$ cat src/rtl/fp_add_seq.sv
// fp_add_seq: multi-cycle IEEE-style adder/subtractor with truncation, flushed zero
// exponents, and either free-running or single-step sequencing through its states.
module fp_add_seq #(
  parameter int EXP_W = 8,
  parameter int MAN_W = 23
) (
  input  logic                 clk,
  input  logic                 reset,
  input  logic                 start,
  input  logic                 manual,
  input  logic                 step,
  input  logic                 op,
  input  logic [EXP_W+MAN_W:0] a,
  input  logic [EXP_W+MAN_W:0] b,
  output logic [EXP_W+MAN_W:0] result,
  output logic                 done,
  output logic                 busy,
  output logic                 overflow,
  output logic                 underflow,
  output logic [4:0]           state_led
);
  localparam int N = 1 + EXP_W + MAN_W;
  localparam int M = MAN_W + 2;
  localparam logic [EXP_W-1:0] EXP_ONES = '1;
  localparam logic [EXP_W-1:0] SH_LIM   = EXP_W'(MAN_W + 1);

  typedef enum logic [4:0] {
    S_IDLE  = 5'b00001,
    S_ALIGN = 5'b00010,
    S_ADD   = 5'b00100,
    S_NORM  = 5'b01000,
    S_DONE  = 5'b10000
  } state_t;

  state_t           r_state, w_state_nxt;
  logic [N-1:0]     r_a, r_b, r_result;
  logic             r_op, r_sx, r_sub, r_done, r_ovf, r_unf;
  logic [EXP_W-1:0] r_exp;
  logic [M-1:0]     r_mx, r_my, r_mag;

  logic             w_adv;
  logic [EXP_W-1:0] w_ea, w_eb, w_ex, w_ey, w_diff;
  logic [M-1:0]     w_ma, w_mb, w_mx, w_my, w_my_sh;
  logic             w_sa, w_sb, w_sx, w_sy, w_a_ge;
  logic [EXP_W:0]   w_exp_inc;
  logic             w_mag_zero, w_carry, w_hidden, w_exp_low, w_norm_end;

  assign w_adv = !manual || step;

  // Operand decode, magnitude ordering and alignment of the smaller operand.
  always_comb begin
    w_ea    = r_a[N-2:MAN_W];
    w_eb    = r_b[N-2:MAN_W];
    w_ma    = (w_ea == '0) ? '0 : {2'b01, r_a[MAN_W-1:0]};
    w_mb    = (w_eb == '0) ? '0 : {2'b01, r_b[MAN_W-1:0]};
    w_sa    = r_a[N-1];
    w_sb    = r_b[N-1] ^ r_op;
    w_a_ge  = (w_ea > w_eb) || ((w_ea == w_eb) && (w_ma >= w_mb));
    w_ex    = w_a_ge ? w_ea : w_eb;
    w_ey    = w_a_ge ? w_eb : w_ea;
    w_mx    = w_a_ge ? w_ma : w_mb;
    w_my    = w_a_ge ? w_mb : w_ma;
    w_sx    = w_a_ge ? w_sa : w_sb;
    w_sy    = w_a_ge ? w_sb : w_sa;
    w_diff  = w_ex - w_ey;
    w_my_sh = (w_diff >= SH_LIM) ? '0 : (w_my >> w_diff);
  end

  always_comb begin
    w_exp_inc  = {1'b0, r_exp} + (EXP_W+1)'(1);
    w_mag_zero = (r_mag == '0);
    w_carry    = r_mag[M-1];
    w_hidden   = r_mag[M-2];
    w_exp_low  = (r_exp <= EXP_W'(1));
    w_norm_end = w_mag_zero || w_carry || w_hidden || w_exp_low;
  end

  always_comb begin
    w_state_nxt = r_state;
    case (r_state)
      S_IDLE:  if (start)               w_state_nxt = S_ALIGN;
      S_ALIGN: if (w_adv)               w_state_nxt = S_ADD;
      S_ADD:   if (w_adv)               w_state_nxt = S_NORM;
      S_NORM:  if (w_adv && w_norm_end) w_state_nxt = S_DONE;
      S_DONE:  if (w_adv)               w_state_nxt = S_IDLE;
      default:                          w_state_nxt = S_IDLE;
    endcase
  end

  always_ff @(posedge clk) begin
    if (!reset) r_state <= S_IDLE;
    else        r_state <= w_state_nxt;
  end

  // The final NORM step writes result and raises done together, so both are
  // visible during the DONE cycle.
  always_ff @(posedge clk) begin
    if (!reset) begin
      r_result <= '0;
      r_done   <= 1'b0;
      r_ovf    <= 1'b0;
      r_unf    <= 1'b0;
    end else begin
      r_done <= 1'b0;
      case (r_state)
        S_IDLE: if (start) begin
          r_a   <= a;
          r_b   <= b;
          r_op  <= op;
          r_ovf <= 1'b0;
          r_unf <= 1'b0;
        end
        S_ALIGN: if (w_adv) begin
          r_sx  <= w_sx;
          r_sub <= w_sx ^ w_sy;
          r_exp <= w_ex;
          r_mx  <= w_mx;
          r_my  <= w_my_sh;
        end
        S_ADD: if (w_adv) r_mag <= r_sub ? (r_mx - r_my) : (r_mx + r_my);
        S_NORM: if (w_adv) begin
          if (w_norm_end) r_done <= 1'b1;
          if (w_mag_zero) begin
            r_result <= '0;
          end else if (w_carry) begin
            if (w_exp_inc >= {1'b0, EXP_ONES}) begin
              r_result <= {r_sx, EXP_ONES, {MAN_W{1'b0}}};
              r_ovf    <= 1'b1;
            end else begin
              r_result <= {r_sx, w_exp_inc[EXP_W-1:0], r_mag[MAN_W:1]};
            end
          end else if (w_hidden) begin
            if (r_exp == EXP_ONES) begin
              r_result <= {r_sx, EXP_ONES, {MAN_W{1'b0}}};
              r_ovf    <= 1'b1;
            end else begin
              r_result <= {r_sx, r_exp, r_mag[MAN_W-1:0]};
            end
          end else if (w_exp_low) begin
            r_result <= '0;
            r_unf    <= 1'b1;
          end else begin
            r_mag <= r_mag << 1;
            r_exp <= r_exp - EXP_W'(1);
          end
        end
        default: ;
      endcase
    end
  end

  assign result    = r_result;
  assign done      = r_done;
  assign busy      = (r_state != S_IDLE);
  assign overflow  = r_ovf;
  assign underflow = r_unf;
  assign state_led = r_state;
endmodule

$ cat config.mk
export PLATFORM = sky130hd
export DESIGN_NAME = fp_add_seq
export DESIGN_NICKNAME = d
export VERILOG_FILES = /design/src/rtl/fp_add_seq.sv
export SDC_FILE = /design/constraint.sdc
export NUM_CORES = 1
export LEC_CHECK = 0
export CORE_AREA = 5 5 175 177
export CTS_BUF_LIST = sky130_fd_sc_hd__clkbuf_8
export DETAILED_ROUTE_END_ITERATION = 12
export DIE_AREA = 0 0 180 182
export PLACE_DENSITY = 0.59
export SYNTH_ARGS = -nofsm -noshare
export SYNTH_HDL_FRONTEND = slang
export SYNTH_SLANG_ARGS = --single-unit
$ cat constraint.sdc
create_clock -name clk -period 6.65 [get_ports clk]
set_input_delay 0.665 -clock clk [delete_from_list [all_inputs] [get_ports clk]]
set_output_delay 0.665 -clock clk [all_outputs]
set_load 0.02 [all_outputs]
* Word level (Yosys, flattened, before mapping)
Cells that the tools add are included.
Word-level totals: bits in registers 190, input bits 70, output and inout port bits 41, logic and storage cells 127
Cells by class: add/subtract/negate cells 5, magnitude comparators 5, equality and inequality tests 22, shifts and indexed selects 1, muxes and demuxes 50, bitwise logic cells 2, reductions and logical operators 26
Operators by type and width (count):
- $mux W24 | 6
- $mux W32 | 4
- $mux W25 | 5
- $mux W8 | 8
- $mux W31 | 2
- $pmux W25 S2 | 1
- $add A25 B25 Y25 | 1
- $logic_not A25 Y1 | 1
- $mux W5 | 5
- $pmux W5 S5 | 1
- $shr A24 B8 Y25 | 1
- $sub A25 B25 Y25 | 1
- $ge A24 B24 Y1 | 1
- $ne A2 B2 Y1 const B | 11
- $logic_not A8 Y1 | 2
- $pmux W8 S2 | 1
- $reduce_and A8 Y1 | 2
- $mux W1 | 15
- $reduce_and A7 Y1 | 2
- $reduce_and A3 Y1 | 4
- $reduce_and A5 Y1 | 2
- $add A8 B1 Y9 const B | 1
- $ge A9 B8 Y1 const B | 1
- $ne A3 B3 Y1 const B | 3
- 21 further kinds | 30

* Logic depth before layout (Yosys ltp)
Gate-level depths: netlist of the first run.
word-level depth 8, depth in mapped cells 22, gate-level depth less buffers 19

* Worst setup path after synthesis of the first run
OpenSTA, ideal clock, no wires.
path kind register to register, from register r_a[24], to register r_my[3], data pin, library setup time 276 ps, arrival time 5232 ps, required time 6374 ps, path slack 1142 ps, cell stages (with the launch flop) 21, buffers on the path 5, clock period less this slack 5508 ps, cells stage by stage edfxtp_1 nor4_1 nand2_1 clkbuf_1 nand2_1 inv_1 ha_1 nand4_2 nor4_2 or4b_4 a21oi_2 buf_6 mux2i_2 ha_1 clkbuf_1 clkbuf_1 clkbuf_1 mux4_2 mux2_2 a22oi_1 a21oi_1
Between the ends: longest elaborated chain between the ends 8, elaborated cells between the ends (all ways) 13, classes of those cells add/sub: 1; order compare: 3; eq/ne: 1; shift: 1; mux: 4; reduce/logical: 3
Ends and longest elaborated chain:
- start, declared | RTL line 36 | logic [N-1:0] r_a, r_b, r_result;
- start signal, assigned | RTL line 107 | r_a <= a;
- $logic_not A8 Y1 | RTL line 54 | w_ma = (w_ea == '0) ? '0 : {2'b01, r_a[MAN_W-1:0]};
- $mux W24 | RTL line 54
- $ge A24 B24 Y1 | RTL line 58 | w_a_ge = (w_ea > w_eb) || ((w_ea == w_eb) && (w_ma >= w_mb));
- $logic_and A1 B1 Y1 | RTL line 58
- $logic_or A1 B1 Y1 | RTL line 58
- $mux W8 (on tied branches) | RTL line 59, 60
- $sub A8 B8 Y8 | RTL line 65 | w_diff = w_ex - w_ey;
- $shr A24 B8 Y25 / $ge A8 B5 Y1 (equally long branches) | RTL line 66 | w_my_sh = (w_diff >= SH_LIM) ? '0 : (w_my >> w_diff);
- end signal, assigned | RTL line 118 | r_my <= w_my_sh;
- end, declared | RTL line 39 | logic [M-1:0] r_mx, r_my, r_mag;
Several ways; a longest one is shown, not always the timed one. A chain may end at the register's enable or synchronous reset.

* Final worst setup path of the first run
from register r_b[27], to register r_my[21], data pin
Between the ends: longest elaborated chain between the ends 8, elaborated cells between the ends (all ways) 13, classes of those cells add/sub: 1; order compare: 3; eq/ne: 1; shift: 1; mux: 4; reduce/logical: 3
Ends and longest elaborated chain:
- start, declared | RTL line 36
- start signal, assigned | RTL line 108 | r_b <= b;
- $logic_not A8 Y1 | RTL line 55 | w_mb = (w_eb == '0) ? '0 : {2'b01, r_b[MAN_W-1:0]};
- $mux W24 | RTL line 55
- $ge A24 B24 Y1 | RTL line 58
- $logic_and A1 B1 Y1 | RTL line 58
- $logic_or A1 B1 Y1 | RTL line 58
- $mux W8 (on tied branches) | RTL line 59, 60
- $sub A8 B8 Y8 | RTL line 65
- $shr A24 B8 Y25 / $ge A8 B5 Y1 (equally long branches) | RTL line 66
Several ways; a longest one is shown, not always the timed one.

==> impl_metrics.sql, run 1 <==
INSERT INTO impl_metrics (metric_group, metric, value, unit) VALUES
('layout', 'final_nets', '1424', ''),
('setup_path', 'regToRegSetupSlack', '0.77', 'ns'),
('grt', 'grt_start_max_net_pins', '66', ''),
('setup_path', 'setup.worst_path.class', 'reg -> reg', ''),
('cts', 'clockBufferDepth', '2', ''),
('layout', 'post_route_cells_drive_above_1_share', '8.90', '%'),
('setup_path', 'count_of_buffering_cells_on_the_critical_path_with_inverters_included', '0', ''),
('synth', 'syn-cell-area', '0.0119', 'sq mm'),
('synth', 'syn-mean-instance-area', '9.87', 'sq um'),
('grt', 'grt_pass1_vias', '8767', ''),
('drt', 'num_vias', '9247', ''),
('pwr', 'peakVddDrop', '0.0000925', 'V'),
('cts', 'clkSlewWorstSetupHoldPaths', '0.11', 'ns'),
('drt', 'routed_via_density', '5.46', ''),
('grt', 'grt_first_pass_wirelength', '45.4', 'mm'),
('drt', 'drtPass1Iterations', '5', ''),
('cts', 'ctsHtreeMaxLevel', '4', ''),
('run', 'cap_viol_max_count', '0', ''),
('setup_path', 'critical_path_peak_fanout', '18', ''),
('cts', 'cts_resized', '0', ''),
('synth', 'synth_register_bits', '188', ''),
('sta', 'slew_at_the_pin_with_the_worst_max_slew_slack', '1.22', 'ns'),
('sta', 'final.min_clock_period', '5.88', 'ns'),
('drt', 'detailedRoute.firstIterationViolations', '542', ''),
('floorplanning', 'core_footprint', '0.0291', 'sq mm'),
('grt', 'grt_util_all_layers', '16.6', '%'),
('cts', 'root_buffer', 'clkbuf_8', ''),
('layout', 'fin_area', '0.0138', 'sq mm'),
('synth', 'netlist_instances', '1206', ''),
('setup_path', 'crit_path_end_kind', 'register', ''),
('sta', 'setup_tns', '0', 'ns'),
('drt', 'wire_per_inst', '16.4', 'um'),
('sta', 'unrepaired_setup_endpoints_after_global_routing', 'false', ''),
('synth', 'synth_nets', '1339', ''),
('setup_path', 'cp.required', '6.94', 'ns'),
('setup_path', 'critPathMostFrequentCell', 'nand2_1', ''),
('layout', 'area.growth.synth_to_final', '16.0', '%'),
('run_status', 'outcome', 'completed', ''),
('sta', 'timing.final.crit_share', '88.4', '%'),
('layout', 'n_antenna_cell', '0', ''),
('synth', 'ys_warn_count', '0', ''),
('floorplanning', 'floorplan_die_area', '0.0328', 'sq mm'),
('floorplanning', 'die_width', '180', 'um'),
('floorplanning', 'rows', '63', ''),
('sta', 'finalSetupViolCount', '0', ''),
('synth', 'synth_cell_types', '78', ''),
('sta', 'report.final.hold_viol_count', '0', ''),
('synth', 'synth-seq-area-share', '44.1', '%'),
('grt', 'gr-total-overflow', '0', ''),
('cts', 'number_of_hold_buffers_added_after_cts', '0', ''),
('setup_path', 'slowest_stage_cell_crit_path', 'a2111oi_0', ''),
('placed_design', 'detailed_placement_hpwl', '21.1', 'mm'),
('synth', 'synth_edf_count', '148', ''),
('synth', 'primary_flip_flop_cell_chosen_by_synthesis_mapping', 'edfxtp_1', ''),
('cts', 'clock-sinks', '188', ''),
('setup_path', 'worst_setup_path_start_kind', 'register', ''),
('drt', 'routed_wire_length', '27.8', 'mm'),
('sta', 'worst_hold_margin', '0.500', 'ns'),
('cts', 'tritoncts', 'built', ''),
('synth', 'async_set_reset_flop_share_out_of_synthesis', '0', '%'),
('placed_design', 'gpl.final_weighted_congestion', '0.865', ''),
('sta', 'finalClockSkew', '0.0226', 'ns'),
('grt', 'antenna_found_initial', '0', ''),
('setup_path', 'critPathTopFamily', 'simple AND/OR/NAND/NOR gates', ''),
('cts', 'tritoncts.num_buffers', '17', ''),
('sta', 'max_slew_margin', '18.5', '%'),
('floorplanning', 'floorplan.initialDensity', '40.9', '%'),
('setup_path', 'slowest_delay', '0.57', 'ns'),
('sta', 'fmaxAchievable', '170', 'MHz'),
('placed_design', 'port_buffers', '110', ''),
('placed_design', 'post_dp_cell_area', '0.0134', 'sq mm'),
('drt', 'final_antenna_net_count', '0', ''),
('hold_path', 'worstHoldPathType', 'reg -> reg', ''),
('layout', 'fin_util', '47.5', '%'),
('pwr', 'power-per-cell-area', '193', 'mW/mm^2'),
('cts', 'clock_insertion_delay_worst_skew', '0.48', 'ns'),
('drt', 'drc', '0', ''),
('floorplanning', 'floorplan.die.height', '182', 'um'),
('setup_path', 'crit_arrival', '6.17', 'ns'),
('cts', 'cts_setup_buffers', '0', ''),
('sta', 'drv_slew', '0', ''),
('floorplanning', 'ioPinCount', '111', ''),
('pwr', 'p_leak', '0.00510', 'uW'),
('setup_path', 'crit_chain', 'nor4_1, nand2_1, nand2_1, ha_1, a21oi_1, nand2_1, a2111oi_0, and3_1, a21oi_4, mux2i_2, ha_1, a22oi_1, nand3_1, o2111a_1, or2_1, o311ai_1, o211ai_4, nor4_2', '');
path summary, 6_finish.rpt:
kind / startpoint / to / depth (start not counted)
min: overflow$_SDFFE_PN0P_ / overflow$_SDFFE_PN0P_ / 2
min reg2reg: overflow$_SDFFE_PN0P_ / overflow$_SDFFE_PN0P_ / 2
max reg2reg: r_b[27]$_DFFE_PP_ / r_my[21]$_SDFFCE_PP0P_ / 18
max: r_b[27]$_DFFE_PP_ / r_my[21]$_SDFFCE_PP0P_ / 18
through the flow:
step / power (uW) / setup WS, ns / cells
final: 2670 / 0.768 / 1694
after detailed placement: 1920 / 0.822 / 1662
after global placement: 1920 / 0.991 / 1662
after global routing: 2800 / 0.388 / 1694
after floorplan: 1760 / 1.14 / 1206
after CTS: 2690 / 0.783 / 1694
Yosys cell counts (all sizes together) (4+ instances only):
| cell type | number | share of area, % |
|---|---|---|
| ha | 62 | 6.5 |
| nor3 | 20 | 0.84 |
| or3 | 8 | 0.42 |
| nand2 | 168 | 5.3 |
| a2111oi | 5 | 0.53 |
| edfxtp | 148 | 37 |
| and2 | 6 | 0.32 |
| xor2 | 14 | 1.0 |
| and3 | 5 | 0.26 |
| o21a | 10 | 0.63 |
| nor2 | 115 | 3.6 |
| xnor2 | 38 | 2.8 |
| a21o | 8 | 0.50 |
| mux2i | 43 | 3.6 |
| inv | 48 | 1.5 |
| o211ai | 8 | 0.66 |
| a22o | 28 | 2.1 |
| a22oi | 31 | 2.0 |
| a211oi | 7 | 0.44 |
| a21oi | 79 | 3.5 |
| nand3b | 5 | 0.32 |
| clkbuf | 52 | 1.6 |
| mux2 | 20 | 1.9 |
| nor4 | 22 | 1.3 |
| buf | 13 | 0.64 |
| a211o | 4 | 0.29 |
| o21ai | 69 | 2.9 |
| nand4 | 12 | 0.68 |
| nand3 | 21 | 0.92 |
| dfxtp | 40 | 6.7 |
| nand2b | 15 | 0.79 |
| nor2b | 5 | 0.26 |
| a31oi | 12 | 0.63 |
| mux4 | 19 | 3.6 |
tightest hold or removal path, delay by kind of cell, from the launching register on:
kind / cells / cell delay (ns)
DFF: 1 / 0.35
and+or+nand+nor: 1 / 0.08
AOI/OAI and AO/OA: 1 / 0.04
registers in the layout, summed over array words and instances, names as in the netlist:
register and cells:
done 1, overflow 1, r_a 32, r_b 32
r_exp 8, r_mag 25, r_mx 24, r_my 24
r_op 1, r_sub 1, r_sx 1, result 32
state_led 5, underflow 1
metal layers:
layer,wire [um],vias up,track usage [%]
met5,0,-,0
met4,323,0,3.66
met3,1190,26,3.13
met2,12800,233,26.6
met1,13500,4342,23.5
li1,-,4646,-
kinds of logic (layout without fill, tap and decap cells):
kind of cell | after synthesis | count (layout) | share of synthesized area (%)
buf+inv | 113 | 211 | 3.79
fa+ha+maj | 63 | 63 | 6.68
flops | 188 | 188 | 44.1
simple gates | 412 | 412 | 15.7
xor+xnor | 52 | 52 | 3.83
compound gates | 296 | 296 | 16.8
mux | 82 | 82 | 9.13
report_power, final:
part	total [uW]	internal (uW)	switching, uW
registers	1320	1300	16.5
logic	582	251	331
clock network	766	311	455
total	2670	1870	803
layout by cell type, fill, tap and decap left out, drive strengths merged, types with 4 or more instances in the layout:
cell type	n
a21o	8
nand3	21
and2	6
nor3	20
mux4	19
and3	5
a21oi	79
dfxtp	40
a22o	28
nand2	168
mux2	20
clkinv	4
nand4	12
ha	62
buf	21
or3	8
clkdlybuf4s50	110
xor2	14
mux2i	43
a22oi	31
nor2	115
a211oi	7
a211o	4
nor4	22
o211ai	8
o21a	10
nor2b	5
edfxtp	148
xnor2	38
a31oi	12
a2111oi	5
inv	55
nand2b	15
nand3b	5
clkbuf	17
o21ai	69
area by class of cell:
class / count / area [sq um]
fillers: 2710 / 15300
multi-input cells: 905 / 6250
flip-flops and latches: 188 / 5250
repair buffers: 131 / 1260
well taps: 390 / 488
clock buffers: 17 / 234
inverters: 48 / 180
clock inverters: 15 / 155
No activity file was read; power rests on OpenSTA's default activity.
==> inputs of run 2 (changes only) <==
--- a/config.mk
+++ b/config.mk
@@ -6,8 +6,8 @@
 export NUM_CORES = 1
 export LEC_CHECK = 0
-export CORE_AREA = 5 5 175 177
+export CORE_AREA = 2 2 172 174
 export CTS_BUF_LIST = sky130_fd_sc_hd__clkbuf_8
 export DETAILED_ROUTE_END_ITERATION = 12
-export DIE_AREA = 0 0 180 182
+export DIE_AREA = 0 0 174 176
 export PLACE_DENSITY = 0.59
 export SYNTH_ARGS = -nofsm -noshare
==> constraint.sdc (replaced) <==
create_clock -name clk -period 6.65 [get_ports clk]
set_input_delay 0.665 -clock clk [delete_from_list [all_inputs] [get_ports clk]]
set_output_delay 0.665 -clock clk [all_outputs]
set_load 0.005 [all_outputs]
==> run 2 against run 1 <==
Critical path type unchanged. Clock power rose by 7.7%. First-iteration DRC count increased by 21%. Sequential power hardly changed. Cell count fell by 0.35%.
==> impl_metrics.sql, run 2 (synthesis results as in run 1) <==
INSERT INTO impl_metrics (metric_group, metric, value, unit) VALUES
('layout', 'area_of_all_sequential_standard_cells', '0.00525', 'sq mm'),
('setup_path', 'setup.worst_path.class', 'reg -> reg', ''),
('hold_path', 'worstHoldPathType', 'reg -> reg', ''),
('setup_path', 'critical_path_peak_fanout', '26', ''),
('drt', 'final_antenna_net_count', '0', ''),
('setup_path', 'cp.required', '6.95', 'ns'),
('floorplanning', 'core_footprint', '0.0285', 'sq mm'),
('layout', 'post_route_cells_drive_above_1_share', '8.82', '%'),
('pwr', 'power.total', '2720', 'uW'),
('setup_path', 'worst_setup_path_start_kind', 'register', ''),
('sta', 'final.min_clock_period', '5.82', 'ns'),
('placed_design', 'detailed_placement_hpwl', '20.7', 'mm'),
('layout', 'fillerInstances', '2729', ''),
('setup_path', 'crit_arrival', '6.12', 'ns'),
('pwr', 'p_leak', '0.00513', 'uW'),
('drt', 'routed_wire_length', '27.5', 'mm'),
('run', 'cap_viol_max_count', '0', ''),
('drt', 'detailedRoute.firstIterationViolations', '656', ''),
('grt', 'gr-total-overflow', '0', ''),
('floorplanning', 'floorplan.initialDensity', '41.7', '%'),
('layout', 'area.growth.synth_to_final', '16.2', '%'),
('sta', 'timing.final.crit_share', '87.5', '%'),
('cts', 'tritoncts', 'built', ''),
('grt', 'antenna_found_initial', '0', ''),
('hold_path', 'hold_start', 'result[26]$_SDFFE_PN0P_', ''),
('pwr', 'peakVddDrop', '0.000108', 'V'),
('cts', 'clock-sinks', '188', ''),
('run_status', 'outcome', 'completed', ''),
('sta', 'drv_slew', '0', ''),
('drt', 'drc', '0', ''),
('layout', 'footprint_of_the_multi_input_gates', '0.00625', 'sq mm'),
('sta', 'setup_tns', '0', 'ns'),
('cts', 'root_buffer', 'clkbuf_8', ''),
('setup_path', 'slowest_stage_cell_crit_path', 'ha_1', ''),
('floorplanning', 'rows', '62', ''),
('sta', 'max_slew_margin', '19.0', '%'),
('cts', 'cts_setup_buffers', '0', ''),
('grt', 'grt_start_max_net_pins', '66', ''),
('sta', 'report.final.hold_viol_count', '0', ''),
('grt', 'grt_pass1_vias', '8753', ''),
('drt', 'num_vias', '9204', ''),
('pwr', 'power-per-cell-area', '197', 'mW/mm^2'),
('drt', 'routed_via_density', '5.45', ''),
('setup_path', 'critical_path.reg2reg.startpoint', 'r_a[28]$_DFFE_PP_', ''),
('cts', 'tritoncts.num_buffers', '17', ''),
('sta', 'finalClockSkew', '0.0252', 'ns'),
('layout', 'n_antenna_cell', '0', ''),
('layout', 'final_cell_mix', 'nand2_1, edfxtp_1, nor2_1, clkdlybuf4s50_1, a21oi_1', ''),
('layout', 'mostFrequentLayoutCell', 'nand2_1', ''),
('setup_path', 'worst_setup_path_startpoint', 'r_a[28]$_DFFE_PP_', ''),
('grt', 'grt_util_all_layers', '18.0', '%'),
('floorplanning', 'floorplan.die.height', '176', 'um'),
('cts', 'clockBufferDepth', '2', ''),
('drt', 'drtPass1Iterations', '8', ''),
('cts', 'number_of_hold_buffers_added_after_cts', '0', ''),
('cts', 'clkSlewWorstSetupHoldPaths', '0.11', 'ns'),
('sta', 'fmaxAchievable', '172', 'MHz'),
('grt', 'grt_first_pass_wirelength', '44.9', 'mm'),
('floorplanning', 'die_width', '174', 'um'),
('placed_design', 'port_buffers', '110', ''),
('cts', 'clock_insertion_delay_worst_skew', '0.48', 'ns'),
('sta', 'slew_at_the_pin_with_the_worst_max_slew_slack', '1.21', 'ns'),
('cts', 'cts_resized', '0', ''),
('floorplanning', 'floorplan_die_area', '0.0306', 'sq mm'),
('sta', 'unrepaired_setup_endpoints_after_global_routing', 'false', ''),
('setup_path', 'crit_chain', 'nor4_1, nand2_1, buf_4, nand2_1, inv_1, ha_1, nand4_2, nor4_2, or4b_4, a21oi_4, mux2i_2, ha_1, buf_4, mux4_2, mux2_2, mux2i_1, a22oi_1, a21oi_1', ''),
('setup_path', 'slowest_delay', '0.57', 'ns'),
('floorplanning', 'ioPinCount', '111', ''),
('layout', 'final_nets', '1424', ''),
('setup_path', 'crit_path_end_kind', 'register', ''),
('drt', 'wire_per_inst', '16.3', 'um'),
('sta', 'finalSetupViolCount', '0', ''),
('placed_design', 'gpl.final_weighted_congestion', '0.854', ''),
('cts', 'ctsHtreeMaxLevel', '4', '');
run 2: per-stage QoR:
| stage | setup slack (ns) | hold slack [ns] | instances | utilization, % | area, sq um |
|---|---|---|---|---|---|
| finish | 0.830 | 0.498 | 1688 | 48.5 | 13800 |
| global route | 0.412 | 0.514 | 1688 | 48.5 | 13800 |
| CTS | 0.832 | 0.506 | 1688 | 48.5 | 13800 |
| detailed placement | 0.868 | 0.475 | 1656 | 47.0 | 13400 |
| global placement | 1.03 | 0.468 | 1656 | 47.0 | 13400 |
| floorplan | 1.14 | 0.459 | 1206 | - | 11900 |
run 2: path summary, 6_finish.rpt:
check                                               end  slack [ns]  depth (start not counted)
worst max-delay path              r_my[1]$_SDFFCE_PP0P_        0.83                         18
worst min-delay path            result[26]$_SDFFE_PN0P_        0.50                          2
worst max register to register    r_my[1]$_SDFFCE_PP0P_        0.83                         18
worst min register to register  result[26]$_SDFFE_PN0P_        0.50                          2
run 2: power by group:
part	internal (uW)	total (uW)	leakage, uW	switching (uW)
Clock	380	825	0.000220	445
Sequential	1300	1320	0.00168	16.3
Combinational	251	579	0.00322	328
run 2: cell type report:
class / instances / share of cell area (%)
clock buffer: 17 / 1.69
clock inverter: 15 / 1.32
inverter: 48 / 1.30
multi-input combinational: 905 / 45.2
sequential: 188 / 37.9
tap: 384 / 3.47
timing repair buffer: 131 / 9.10
run 2: routing by layer:
| layer | up-vias | routed length [um] | track usage (%) | part of all wire, % |
|---|---|---|---|---|
| met5 | - | 0 | 0 | 0 |
| met4 | 0 | 195 | 3.82 | 0.71 |
| met3 | 18 | 1100 | 2.78 | 4.0 |
| met2 | 202 | 12600 | 29.5 | 46 |
| met1 | 4346 | 13600 | 25.3 | 49 |
| li1 | 4638 | - | - | - |
run 2: critical path: cells and delay by family, from the launching register on:
| kind | cells | cell delay, ns |
|---|---|---|
| muxes | 4 | 1.26 |
| adders and majority gates | 2 | 0.88 |
| AOI/OAI and AO/OA | 3 | 0.72 |
| buffers and inverters | 3 | 0.64 |
| and+or+nand+nor | 6 | 1.65 |
| DFF | 1 | 0.47 |
